**config.mk**
```make
export PLATFORM = sky130hd
export DESIGN_NAME = imm_gen_stage
export DESIGN_NICKNAME = d
export VERILOG_FILES = /design/src/rtl/imm_gen_stage_pkg.sv /design/src/rtl/imm_gen_stage_extract.sv /design/src/rtl/imm_gen_stage.sv
export SDC_FILE = /design/constraint.sdc
export NUM_CORES = 1
export LEC_CHECK = 0
export CELL_PAD_IN_SITES_DETAIL_PLACEMENT = 0
export CELL_PAD_IN_SITES_GLOBAL_PLACEMENT = 1
export CORE_UTILIZATION = 46
export DETAILED_ROUTE_END_ITERATION = 8
export PLACE_DENSITY = 0.82
export SLEW_MARGIN = 20
export SYNTH_ARGS = -nofsm -noshare
export SYNTH_HDL_FRONTEND = slang
export SYNTH_HIERARCHICAL = 1
export SYNTH_SLANG_ARGS = --single-unit
```
**constraint.sdc**
```tcl
create_clock -name clk_i -period 2.51 [get_ports clk_i]
set_clock_uncertainty 0.15 [all_clocks]
set_input_delay 0.251 -clock clk_i [delete_from_list [all_inputs] [get_ports clk_i]]
set_output_delay 0.251 -clock clk_i [all_outputs]
set_load 0.005 [all_outputs]
```
**src/rtl/imm_gen_stage_pkg.sv**
```systemverilog
// imm_gen_stage_pkg: instruction formats, opcode constants and instruction views shared by the immediate stage.
package imm_gen_stage_pkg;
  typedef enum logic [2:0] {FMT_R, FMT_I, FMT_S, FMT_B, FMT_U, FMT_J, FMT_Z, FMT_ILL} formats_t;
  localparam logic [6:0] OP_IMM    = 7'b0010011;
  localparam logic [6:0] OP_IMM_32 = 7'b0011011;
  localparam logic [6:0] LUI       = 7'b0110111;
  localparam logic [6:0] AUIPC     = 7'b0010111;
  localparam logic [6:0] BRANCH    = 7'b1100011;
  localparam logic [6:0] JAL       = 7'b1101111;
  localparam logic [6:0] SYSTEM    = 7'b1110011;
  localparam logic [2:0] F3_SLLI      = 3'b001;
  localparam logic [2:0] F3_SRLI_SRAI = 3'b101;
  typedef struct packed {
    logic [11:0] imm;
    logic [4:0]  rs1;
    logic [2:0]  funct3;
    logic [4:0]  rd;
    logic [6:0]  opcode;
  } i_type_t;
  typedef union packed {
    logic [31:0] raw;
    i_type_t     i;
  } instruction_t;
endpackage

```
**src/rtl/imm_gen_stage_extract.sv**
```systemverilog
// imm_extract: combinational immediate decode and malformed-format detection for one instruction word.
module imm_extract
  import imm_gen_stage_pkg::*;
#(
  parameter int XLEN = 32
) (
  input  logic [31:0]     instr_i,
  input  formats_t        format_i,
  output logic [XLEN-1:0] imm_o,
  output logic            illegal_o
);
  instruction_t w;
  logic shift;
  logic [XLEN-1:0] shamt;
  assign w = instr_i;
  assign shift = w.i.opcode == OP_IMM && (w.i.funct3 == F3_SLLI || w.i.funct3 == F3_SRLI_SRAI);
  assign shamt = XLEN == 64 ? XLEN'(w.raw[25:20]) : XLEN'(w.raw[24:20]);
  // RV32 shifts only have a 5-bit shamt, so bit 25 set is malformed
  assign illegal_o = format_i == FMT_ILL || (format_i == FMT_I && shift && XLEN == 32 && w.raw[25]);
  always_comb begin
    imm_o = '0;
    unique case (format_i)
      FMT_I:   imm_o = shift ? shamt : XLEN'($signed(w.raw[31:20]));
      FMT_S:   imm_o = XLEN'($signed({w.raw[31:25], w.raw[11:7]}));
      FMT_B:   imm_o = XLEN'($signed({w.raw[31], w.raw[7], w.raw[30:25], w.raw[11:8], 1'b0}));
      FMT_U:   imm_o = XLEN'($signed({w.raw[31:12], 12'b0}));
      FMT_J:   imm_o = XLEN'($signed({w.raw[31], w.raw[19:12], w.raw[20], w.raw[30:21], 1'b0}));
      FMT_Z:   imm_o = XLEN'(w.raw[19:15]);
      default: imm_o = '0;
    endcase
  end
endmodule

```
**src/rtl/imm_gen_stage.sv**
```systemverilog
// imm_gen_stage: registered immediate-generation stage with valid/ready handshake, optional skid slot and flush.
module imm_gen_stage
  import imm_gen_stage_pkg::*;
#(
  parameter int XLEN    = 32,
  parameter bit SKID_EN = 1'b1
) (
  input  logic            clk_i,
  input  logic            rst_ni,
  input  logic            flush_i,
  input  logic            valid_i,
  output logic            ready_o,
  input  logic [31:0]     instr_i,
  input  logic [2:0]      format_i,
  output logic            valid_o,
  input  logic            ready_i,
  output logic [31:0]     instr_o,
  output logic [XLEN-1:0] imm_o,
  output logic            illegal_o
);
  localparam int EW = 32 + XLEN + 1;
  logic [XLEN-1:0] imm_in;
  logic ill_in, acc, adv;
  logic [EW-1:0] in_e, out_q, out_d, skid_q, skid_d;
  logic out_v_q, out_v_d, skid_v_q, skid_v_d;
  imm_extract #(.XLEN(XLEN)) u_extract (
    .instr_i  (instr_i),
    .format_i (formats_t'(format_i)),
    .imm_o    (imm_in),
    .illegal_o(ill_in)
  );
  assign in_e = {instr_i, imm_in, ill_in};
  assign ready_o = SKID_EN ? !skid_v_q : (!out_v_q || ready_i);
  assign acc = valid_i && ready_o && !flush_i;
  // output slot is free at this edge: either empty or being consumed
  assign adv = !out_v_q || ready_i;
  always_comb begin
    out_d    = (adv && skid_v_q) ? skid_q : (adv && acc) ? in_e : out_q;
    out_v_d  = !flush_i && (adv ? (skid_v_q || acc) : 1'b1);
    skid_d   = (acc && !adv) ? in_e : skid_q;
    skid_v_d = SKID_EN && !flush_i && !adv && (skid_v_q || acc);
  end
  always_ff @(posedge clk_i or negedge rst_ni) begin
    if (!rst_ni) begin
      out_q    <= '0;
      out_v_q  <= 1'b0;
      skid_q   <= '0;
      skid_v_q <= 1'b0;
    end else begin
      out_q    <= out_d;
      out_v_q  <= out_v_d;
      skid_q   <= skid_d;
      skid_v_q <= skid_v_d;
    end
  end
  assign valid_o = out_v_q;
  assign {instr_o, imm_o, illegal_o} = out_q;
endmodule

```
* After elaboration in Yosys (flattened, before gate mapping)
Index checks and enable logic that the tools add are counted.
** Storage, ports and cells
- Register bits after elaboration :: 132
- Input port bits :: 40
- Logic and storage cells :: 39
** Operators by class
- Eq/ne operators :: 10
- Mux-type cells :: 5
- Reduce and logical (&&, ||, !) cells :: 20
** Operators with widths (count)
- $pmux 32 s6 :: 1
- $mux 65 :: 2
- $mux 32 :: 1
- $eq 3x3->1 const B :: 5
- $logic_and 1x1->1 :: 11
- $eq 7x5->1 const B :: 1
- $eq 3x1->1 const B :: 2
- $eq 3x2->1 const B :: 2
- $logic_not 1->1 :: 4
- $logic_or 1x1->1 :: 4
- $reduce_bool 2->1 :: 1
- $mux 1 :: 1

* Depth between registers and ports, before layout
Gate-level depths: netlist (run 1).
- Word-level depth :: 8
- Gate-level depth with buffers :: 6

* By module
The synthesis (run 1) kept the hierarchy.
** By module, submodules not included
- imm_gen_stage :: times used 1, cells each 517, area an instance 6259.8 sq um, seq. area each 3303.2 sq um
- imm_extract :: times used 1, cells each 83, area an instance 553.0 sq um, seq. area each 0.0 sq um

* Worst setup path before layout (run 1)
No wires, ideal clock.
- Path kind :: input -> register
- Start point :: in instr_i[2]
- End point :: reg skid_q[25]
- Setup time :: 0.127 ns
- Arrival time :: 1.494 ns
- Slack :: 0.739 ns
- Stages :: 5
- Buffers on the path :: 1
- Cells stage by stage :: or2_4 > nor4b_4 > buf_6 > o2bb2ai_1 > mux2_1
** On the way
- Word-level cells in the longest chain between the ends :: 4
** RTL lines
- from (decl) :: line imm_gen_stage.sv:13 : input logic [31:0] instr_i,
- $eq 7x5->1 :: line imm_gen_stage_extract.sv:16 : assign shift = w.i.opcode == OP_IMM && (w.i.funct3 == F3_SLLI || w.i.funct3 == F3_SRLI_SRAI);
- $logic_and 1x1->1 :: line imm_gen_stage_extract.sv:16
- $mux 32 :: line imm_gen_stage_extract.sv:23 : FMT_I: imm_o = shift ? shamt : XLEN'($signed(w.raw[31:20]));
- $pmux 32 s6 :: line imm_gen_stage_extract.sv:22 : unique case (format_i)
- net imm_in[24] :: line imm_gen_stage.sv:22 : logic [XLEN-1:0] imm_in;
- to (signal assigned) :: line imm_gen_stage.sv:52 : skid_q <= skid_d;
- to (decl) :: line imm_gen_stage.sv:24 : logic [EW-1:0] in_e, out_q, out_d, skid_q, skid_d;
The timed path passes the listed nets, and every way through them passes these cells.
A chain may end at the register's enable or synchronous reset.

* Worst setup path in the final report (run 1)
- Start point :: reg skid_v_q
- End point :: out ready_o
** On the way
- Word-level cells in the longest chain between the ends :: 1
** RTL lines
- from (decl) :: line imm_gen_stage.sv:25 : logic out_v_q, out_v_d, skid_v_q, skid_v_d;
- from (signal assigned) :: line imm_gen_stage.sv:53 : skid_v_q <= skid_v_d;
- $logic_not 1->1 :: line imm_gen_stage.sv:33 : assign ready_o = SKID_EN ? !skid_v_q : (!out_v_q || ready_i);
- to (decl) :: line imm_gen_stage.sv:12 : output logic ready_o,
Every way passes these cells.

==> flow_metrics.py, run 1 <==
metrics = {
    "outcome": {
        "status": "finished, violations left",
        "violations": "DRC",
    },
    "die": {
        "io_pins": 107,
        "core_area_um2": 14500,
        "die_h_um": 124,
        "start_util_pct": 47.1,
        "die_w_um": 124,
        "die_area_um2": 15300,
        "rows": 44,
    },
    "timing": {
        "drv_slew": 0,
        "rsz0062_at_grt": "no",
        "finalCritPeriodShare_pct": 85.6,
        "layout_setup_ws_ps": 360,
        "finalSetupViolations": 0,
        "tns_ps": 0,
        "worstMarginPinSlew_ps": 843,
        "max-slew-margin-rel_pct": 43.8,
        "fmax_ghz": 0.465,
        "fin_crit_ps": 2150,
        "hold_viol": 0,
    },
    "route": {
        "first_pass_iters": 7,
        "routed_via_density": 6.08,
        "vias": 5390,
        "drc": 1,
        "wl_per_cell_um": 20.7,
        "ant_nets": 0,
        "initialDrtViolationCount": 385,
        "totalWireLength_um": 18300,
    },
    "synth": {
        "yosysWarnings": 6,
        "synth_mux_area_share_pct": 10.9,
        "synth_most_common_cell": "dfrtp_1",
        "netlist.area_leader.share_pct": 48.5,
        "synth_edf_count": 0,
        "synth_cells": 600,
        "ys_types": 37,
        "netlist_top_cells_area": "dfrtp_1, o211a_1, a2bb2oi_1",
        "synth_area_um2": 6810,
        "seq_area_frac_synth_pct": 48.5,
        "ys_top_cells_by_count": "dfrtp_1, nor2_1, or3_1",
        "synth_fp_nets": 640,
        "ys.flop_type": "dfrtp_1",
        "synth_xor_xnor_area_share_pct": 0,
        "synth_top_cell_by_area": "dfrtp_1",
        "yosys.area_share.simple_pct": 13.3,
        "synth_top_family_by_area": "compound AO/OA/AOI/OAI gates",
        "synth_area_per_cell_um2": 11.4,
        "ys_ff_latch": 132,
        "synth-async-reset-ratio_pct": 100,
        "synth_compound_area_share_pct": 22.3,
        "synthAdderAreaFrac_pct": 0,
    },
    "clock_tree": {
        "clk_pin_slew_ps": 50,
        "cts_made_buffers": 17,
        "clockBufferDepth": 2,
        "cts_setup_buffers": 0,
        "clock_sinks": 132,
        "htree_levels": 4,
        "root_buffer": "clkbuf_16",
        "cts-resized-gates": 0,
        "cts_tree": "built",
        "clock_latency_ps": 420,
    },
    "final_layout": {
        "synthToLayoutAreaGrowth_pct": 26.2,
        "stdcell_count": 887,
        "drive_above_1_share_pct": 11.2,
        "fin_nets": 733,
        "antenna_cells": 0,
        "fin_util_pct": 59.4,
    },
    "setup_path": {
        "startpoint_type": "flop",
        "path_class": "flop to output pin",
        "max_stage_delay_ps": 540,
        "cp.arrival_ps": 1750,
        "cp-end-kind": "output pin",
        "crit_fanout": 21,
        "rrSetupSlack_ps": 650,
        "cp.required_ps": 2110,
        "cp_slowest_cell": "clkdlybuf4s50_1",
        "worstPathCellList": "inv_2 > buf_4 > clkdlybuf4s50_1",
    },
    "run": {
        "cap_viol_max_count": 0,
    },
    "pwr": {
        "cellPowerDensity_nw_per_um2": 793,
        "power.leakage_nw": 3.91,
        "ir_worst_vdd_v": 0.000426,
    },
    "grt": {
        "grt_max_degree": 68,
        "grt_pass1_vias": 5357,
        "grt_use_total_pct": 25.8,
        "antenna_found_initial": 0,
        "gr-total-overflow": 0,
        "grt_first_pass_wirelength_um": 29300,
    },
    "placement": {
        "io_buffer_count": 106,
        "dp_cells": 857,
        "routabilityCongestion": 0.811,
        "post-place-ws_ps": 127,
        "hpwl_um": 11400,
    },
    "worst_hold_path": {
        "hp-class": "input pin to async pin",
    },
}
-- worst paths after layout --
| kind | startpoint | end | cells past startpoint |
|---|---|---|---|
| min reg2reg | skid_q[41] | skid_q[41] | 1 |
| max in group asynchronous | rst_ni | skid_v_q | 3 |
| max | skid_v_q | ready_o | 3 |
| min | rst_ni | out_q[7] | 2 |
| max reg2reg | valid_o | out_q[39] | 4 |
| min in group clk_i | flush_i | valid_o | 2 |
-- power by group --
part | switching (mW) | leakage (nW) | internal [mW]
Clock | 0.856 | 0.273 | 1.49
Combinational | 0.581 | 2.03 | 0.985
Sequential | 0.309 | 1.60 | 2.60
-- stage by stage --
| step | power (mW) | cell area (µm²) | hold slack, ps |
|---|---|---|---|
| 3_3_place_gp | 4.45 | 8040 | 121 |
| 6_report | 6.82 | 8600 | 220 |
| 5_1_grt | 7.20 | 8600 | 257 |
| 2_1_floorplan | 3.70 | 6810 | -195 |
| 3_5_place_dp | 4.52 | 8040 | 126 |
| 4_1_cts | 6.89 | 8600 | 223 |
-- per-layer routing --
| layer | up-vias | part of all wire [%] | GRT usage (%) |
|---|---|---|---|
| li1 | 2429 | - | - |
| met1 | 2727 | 43 | 33.9 |
| met2 | 204 | 48 | 40.8 |
| met3 | 30 | 6.0 | 5.77 |
| met4 | 0 | 2.4 | 11.7 |
| met5 | - | 0 | 0 |
-- cell type report --
type / instances / area (µm²)
multi-input cells: 408 / 3190
repair buffers: 132 / 1320
flip-flops and latches: 132 / 3300
clock buffers: 23 / 468
inverters: 2 / 7.51
well taps: 184 / 230
fillers: 1199 / 5880
clock inverters: 6 / 80.1
-- cell families after synthesis --
logic type	after synthesis
buffers and inverters	60
multiplexers	66
AO/OA/AOI/OAI	173
flip-flops	132
AND/OR/NAND/NOR	169
-- cells in the final DEF (no fill, tap or decap), drive strengths merged, types with 2 or more instances in the layout --
master         Yosys  routed
a22o               8       8
bufinv             0       2
clkinv             0       4
nor3               3       3
nor2              73      73
inv                2       2
a21oi              2       2
o2bb2ai           11      11
or3               66      66
buf               30      26
mux2              66      66
dfrtp            132     132
nand2             12      12
nand2b             2       2
clkdlybuf4s50      0     105
o211a             65      65
nor2b              4       4
clkbuf            28      23
nand3b             2       2
a2bb2oi           65      65
o21ai             17      17
-- flip-flops by register name (all words and copies together), names as in the netlist --
name,flops
out_q,65
skid_q,65
skid_v_q,1
valid_o,1
-- worst max-delay path, delay by kind of cell (launching register included) --
kind     cells  cell delay (ps)
buf+inv      3              860
flops        1              470
-- what timing repair did --
action	in CTS	in global routing
hold buffers	1	0
setup endpoints to repair	0	0
endpoints found under the hold margin	35	0
Note: power is estimated with default switching activity, not from simulation.
==> inputs of run 2 (changes only) <==
REMOVE_ABC_BUFFERS = 1   (was unset)
SKIP_CTS_REPAIR_TIMING = 1   (was unset)
==> flow_metrics.py, run 2 (synthesis gave the netlist of run 1 again) <==
metrics = {
    "outcome": {
        "status": "completed",
    },
    "timing": {
        "hold_viol": 0,
        "rsz0062_at_grt": "no",
        "drv_slew": 0,
        "worstMarginPinSlew_ps": 668,
        "tns_ps": 0,
        "layout_setup_ws_ps": 553,
        "finalCritPeriodShare_pct": 78.0,
        "fin_crit_ps": 1960,
        "finalSetupViolations": 0,
        "max-slew-margin-rel_pct": 55.5,
        "fmax_ghz": 0.511,
    },
    "clock_tree": {
        "cts_made_buffers": 17,
        "clock_latency_ps": 430,
        "clock_sinks": 132,
        "clockBufferDepth": 2,
        "cts_tree": "built",
        "clk_pin_slew_ps": 60,
        "root_buffer": "clkbuf_16",
        "htree_levels": 4,
    },
    "die": {
        "start_util_pct": 47.1,
        "die_area_um2": 15300,
        "die_w_um": 124,
        "io_pins": 107,
        "die_h_um": 124,
        "core_area_um2": 14500,
        "rows": 44,
    },
    "run": {
        "cap_viol_max_count": 0,
    },
    "placement": {
        "routabilityCongestion": 0.816,
        "io_buffer_count": 106,
        "post-place-ws_ps": 244,
        "hpwl_um": 11000,
        "dp_cells": 853,
    },
    "setup_path": {
        "startpoint_type": "flop",
        "cp-end-kind": "output pin",
        "cp.required_ps": 2110,
        "cp.arrival_ps": 1560,
        "crit_fanout": 9,
        "path_class": "flop to output pin",
    },
    "pwr": {
        "power.leakage_nw": 3.90,
        "ir_worst_vdd_v": 0.000448,
        "cellPowerDensity_nw_per_um2": 791,
    },
    "route": {
        "initialDrtViolationCount": 328,
        "vias": 5309,
        "totalWireLength_um": 18300,
        "drc": 0,
        "wl_per_cell_um": 20.7,
        "routed_via_density": 6.00,
        "ant_nets": 0,
        "first_pass_iters": 4,
    },
    "final_layout": {
        "synthToLayoutAreaGrowth_pct": 25.9,
        "stdcell_count": 885,
        "fin_util_pct": 59.2,
        "final_cell_mix": "dfrtp_1, clkdlybuf4s50_1, nor2_1",
        "layout_commonest_cell": "dfrtp_1",
        "antenna_cells": 0,
        "drive_above_1_share_pct": 10.7,
        "top_regs": "out_q: 65 flops, skid_q: 65 flops",
        "fin_nets": 729,
    },
    "grt": {
        "grt_pass1_vias": 5406,
        "gr-total-overflow": 0,
        "grt_first_pass_wirelength_um": 29000,
        "grt_max_degree": 68,
        "antenna_found_initial": 0,
        "grt_use_total_pct": 25.4,
    },
    "worst_hold_path": {
        "hp-class": "input pin to async pin",
    },
}
==> run 2: cell types whose count changed in the layout (fill, tap and decap cells not counted), sizes merged <==
cell / change
buf: -4
clkbuf: +3
bufinv: -1
==> run 2: final timing paths <==
path	startpoint	to	slack [ps]	cells past startpoint
setup / recovery	skid_v_q	ready_o	550	2
hold / removal	rst_ni	out_q[55]	230	2
setup reg to reg	skid_v_q	out_q[42]	670	3
hold reg to reg	skid_q[35]	skid_q[35]	330	1
max in group asynchronous	rst_ni	skid_q[12]	1240	3
min in group clk_i	flush_i	valid_o	290	2
==> run 2: final cells by class <==
type	instances	area [µm²]
sequential	132	3300
fill	1244	5900
timing repair buffer	128	1310
clock inverter	5	50.0
tap	184	230
clock buffer	26	489
inverter	2	7.51
multi-input combinational	408	3190
==> run 2: per-stage QoR <==
| step | total power [mW] | hold slack, ps | cell area (µm²) |
|---|---|---|---|
| final | 6.78 | 234 | 8570 |
| after global routing | 7.12 | 287 | 8570 |
| after CTS | 6.83 | -312 | 8560 |
| after detailed placement | 4.51 | 135 | 8030 |
| after global placement | 4.43 | 134 | 8030 |
| after floorplan | 3.67 | -195 | 6480 |
==> run 2: power breakdown <==
part,internal (mW),switching (mW),total [mW]
combinational,0.984,0.576,1.56
clock,1.43,0.881,2.31
sequential,2.60,0.317,2.91
==> run 2: worst max-delay path, cell delays in order (launching register included) <==
cell and delay [ps]:
dfrtp_2 520, inv_2 100, clkdlybuf4s50_1 500
==> run 2: per-layer routing <==
metal | global-route usage (%) | vias up | share of wire [%]
li1 | - | 2425 | -
met1 | 34.2 | 2720 | 46
met2 | 40.1 | 149 | 48
met3 | 5.49 | 15 | 5.2
met4 | 9.26 | 0 | 1.2
met5 | 0 | - | 0
==> inputs of run 3 (changes only) <==
CORE_UTILIZATION = 43   (was 46)
PLACE_DENSITY = 0.77   (was 0.82)
clock period = 2 ns   (was 2.51 ns; I/O delays follow)
==> flow_metrics.py, run 3 (synthesis gave the netlist of run 1 again) <==
metrics = {
    "outcome": {
        "status": "completed",
    },
    "die": {
        "core_area_um2": 15300,
        "io_pins": 107,
        "rows": 45,
        "die_area_um2": 16400,
        "die_h_um": 128,
        "die_w_um": 128,
        "start_util_pct": 44.5,
    },
    "grt": {
        "gr-total-overflow": 0,
        "grt_first_pass_wirelength_um": 29800,
        "antenna_found_initial": 0,
        "grt_max_degree": 66,
        "grt_use_total_pct": 23.9,
        "grt_pass1_vias": 5438,
    },
    "pwr": {
        "p_switching_mw": 2.29,
        "p_comb_share_pct": 22.3,
        "power.leakage_nw": 4.05,
        "switching_share_pct": 25.5,
        "ir_worst_vdd_v": 0.000646,
        "seq_power_share_pct": 40.5,
        "p_clk_share_pct": 37.2,
        "internal_power_mw": 6.70,
        "cellPowerDensity_nw_per_um2": 1010,
        "finalPower_mw": 9.00,
    },
    "final_layout": {
        "top_regs": "out_q: 65 flops, skid_q: 65 flops",
        "stdcell_count": 937,
        "antenna_cells": 0,
        "fin_nets": 753,
        "final_cell_mix": "dfrtp_1, clkdlybuf4s50_1, nor2_1",
        "drive_above_1_share_pct": 14.2,
        "synthToLayoutAreaGrowth_pct": 30.7,
        "layout_commonest_cell": "dfrtp_1",
    },
    "route": {
        "wl_per_cell_um": 19.9,
        "initialDrtViolationCount": 381,
        "first_pass_iters": 4,
        "vias": 5450,
        "ant_nets": 0,
        "drc": 0,
        "totalWireLength_um": 18600,
        "routed_via_density": 5.82,
    },
    "timing": {
        "tns_ps": 0,
        "drv_slew": 0,
        "finalCritPeriodShare_pct": 97.0,
        "fmax_ghz": 0.515,
        "fin_crit_ps": 1940,
        "max-slew-margin-rel_pct": 57.0,
        "rsz0062_at_grt": "no",
        "layout_setup_ws_ps": 59.6,
        "worstMarginPinSlew_ps": 645,
        "hold_viol": 0,
        "finalSetupViolations": 0,
    },
    "placement": {
        "io_buffer_count": 106,
        "hpwl_um": 11400,
        "post-place-ws_ps": -140,
        "dp_cells": 904,
        "routabilityCongestion": 0.778,
    },
    "clock_tree": {
        "clock_latency_ps": 430,
        "clockBufferDepth": 2,
        "cts_made_buffers": 17,
        "root_buffer": "clkbuf_16",
        "clock_sinks": 132,
        "cts_tree": "built",
        "htree_levels": 4,
        "clk_pin_slew_ps": 50,
    },
    "setup_path": {
        "endpoint": "ready_o",
        "cp-end-kind": "output pin",
        "path_class": "flop to output pin",
        "cp.required_ps": 1650,
        "crit_start": "skid_v_q",
        "reg2reg_depth": 3,
        "rrSetupSlack_ps": 220,
        "cp.arrival_ps": 1590,
        "crit_fanout": 14,
        "startpoint_type": "flop",
        "r2r_end": "out_q[18]",
        "timing.rr.start": "skid_v_q",
    },
    "run": {
        "cap_viol_max_count": 0,
    },
    "worst_hold_path": {
        "hp-class": "input pin to async pin",
    },
}
## run 3: cell types whose count changed in the layout (fill, tap and decap cells not counted), sizes merged
cell,change
buf,+24
bufinv,+3
clkbuf,-3
clkinvlp,+2
clkinv,-1
## run 3: metal layers
metal / part of all wire, % / GRT usage [%] / up-vias
met5: 0 / 0 / -
met4: 0.83 / 6.16 / 0
met3: 5.2 / 5.51 / 14
met2: 48 / 38.4 / 145
met1: 46 / 32.6 / 2818
li1: - / - / 2473
## run 3: how the worst min path moves through the flow
stage,cells past startpoint,endpoint,startpoint
3_3_place_gp,1,valid_o,rst_ni
5_1_grt,2,out_q[62],rst_ni
4_1_cts,1,out_q[57],rst_ni
6_report,2,valid_o,rst_ni
2_1_floorplan,0,out_q[0],rst_ni
3_5_place_dp,1,out_q[57],rst_ni
## run 3: layout make-up
type	instances	area, µm²
fillers	1275	6410
flip-flops and latches	132	3300
multi-input cells	408	3190
repair buffers	152	1510
clock buffers	23	478
well taps	211	264
clock inverters	9	150
inverters	2	12.5
## run 3: critical path: stages (launching register included)
cell and delay [ps]:
dfrtp_2 490, inv_6 150, clkdlybuf4s50_1 520
## run 3: power by group through the flow
stage	Combinational, mW	Sequential [mW]	Clock [mW]
final	2.01	3.65	3.34
after global routing	2.19	3.72	3.50
after CTS	2.03	3.64	3.38
after detailed placement	2.02	3.68	0
after global placement	1.96	3.65	0
after floorplan	0.993	3.61	0
## run 3: per-stage QoR
stage,cell area (µm²),util [%],hold slack (ps)
2_1_floorplan,6480,-,-246
3_3_place_gp,8260,54.0,33.9
3_5_place_dp,8260,54.0,39.0
4_1_cts,8890,58.1,-414
5_1_grt,8910,58.2,207
6_report,8910,58.2,149
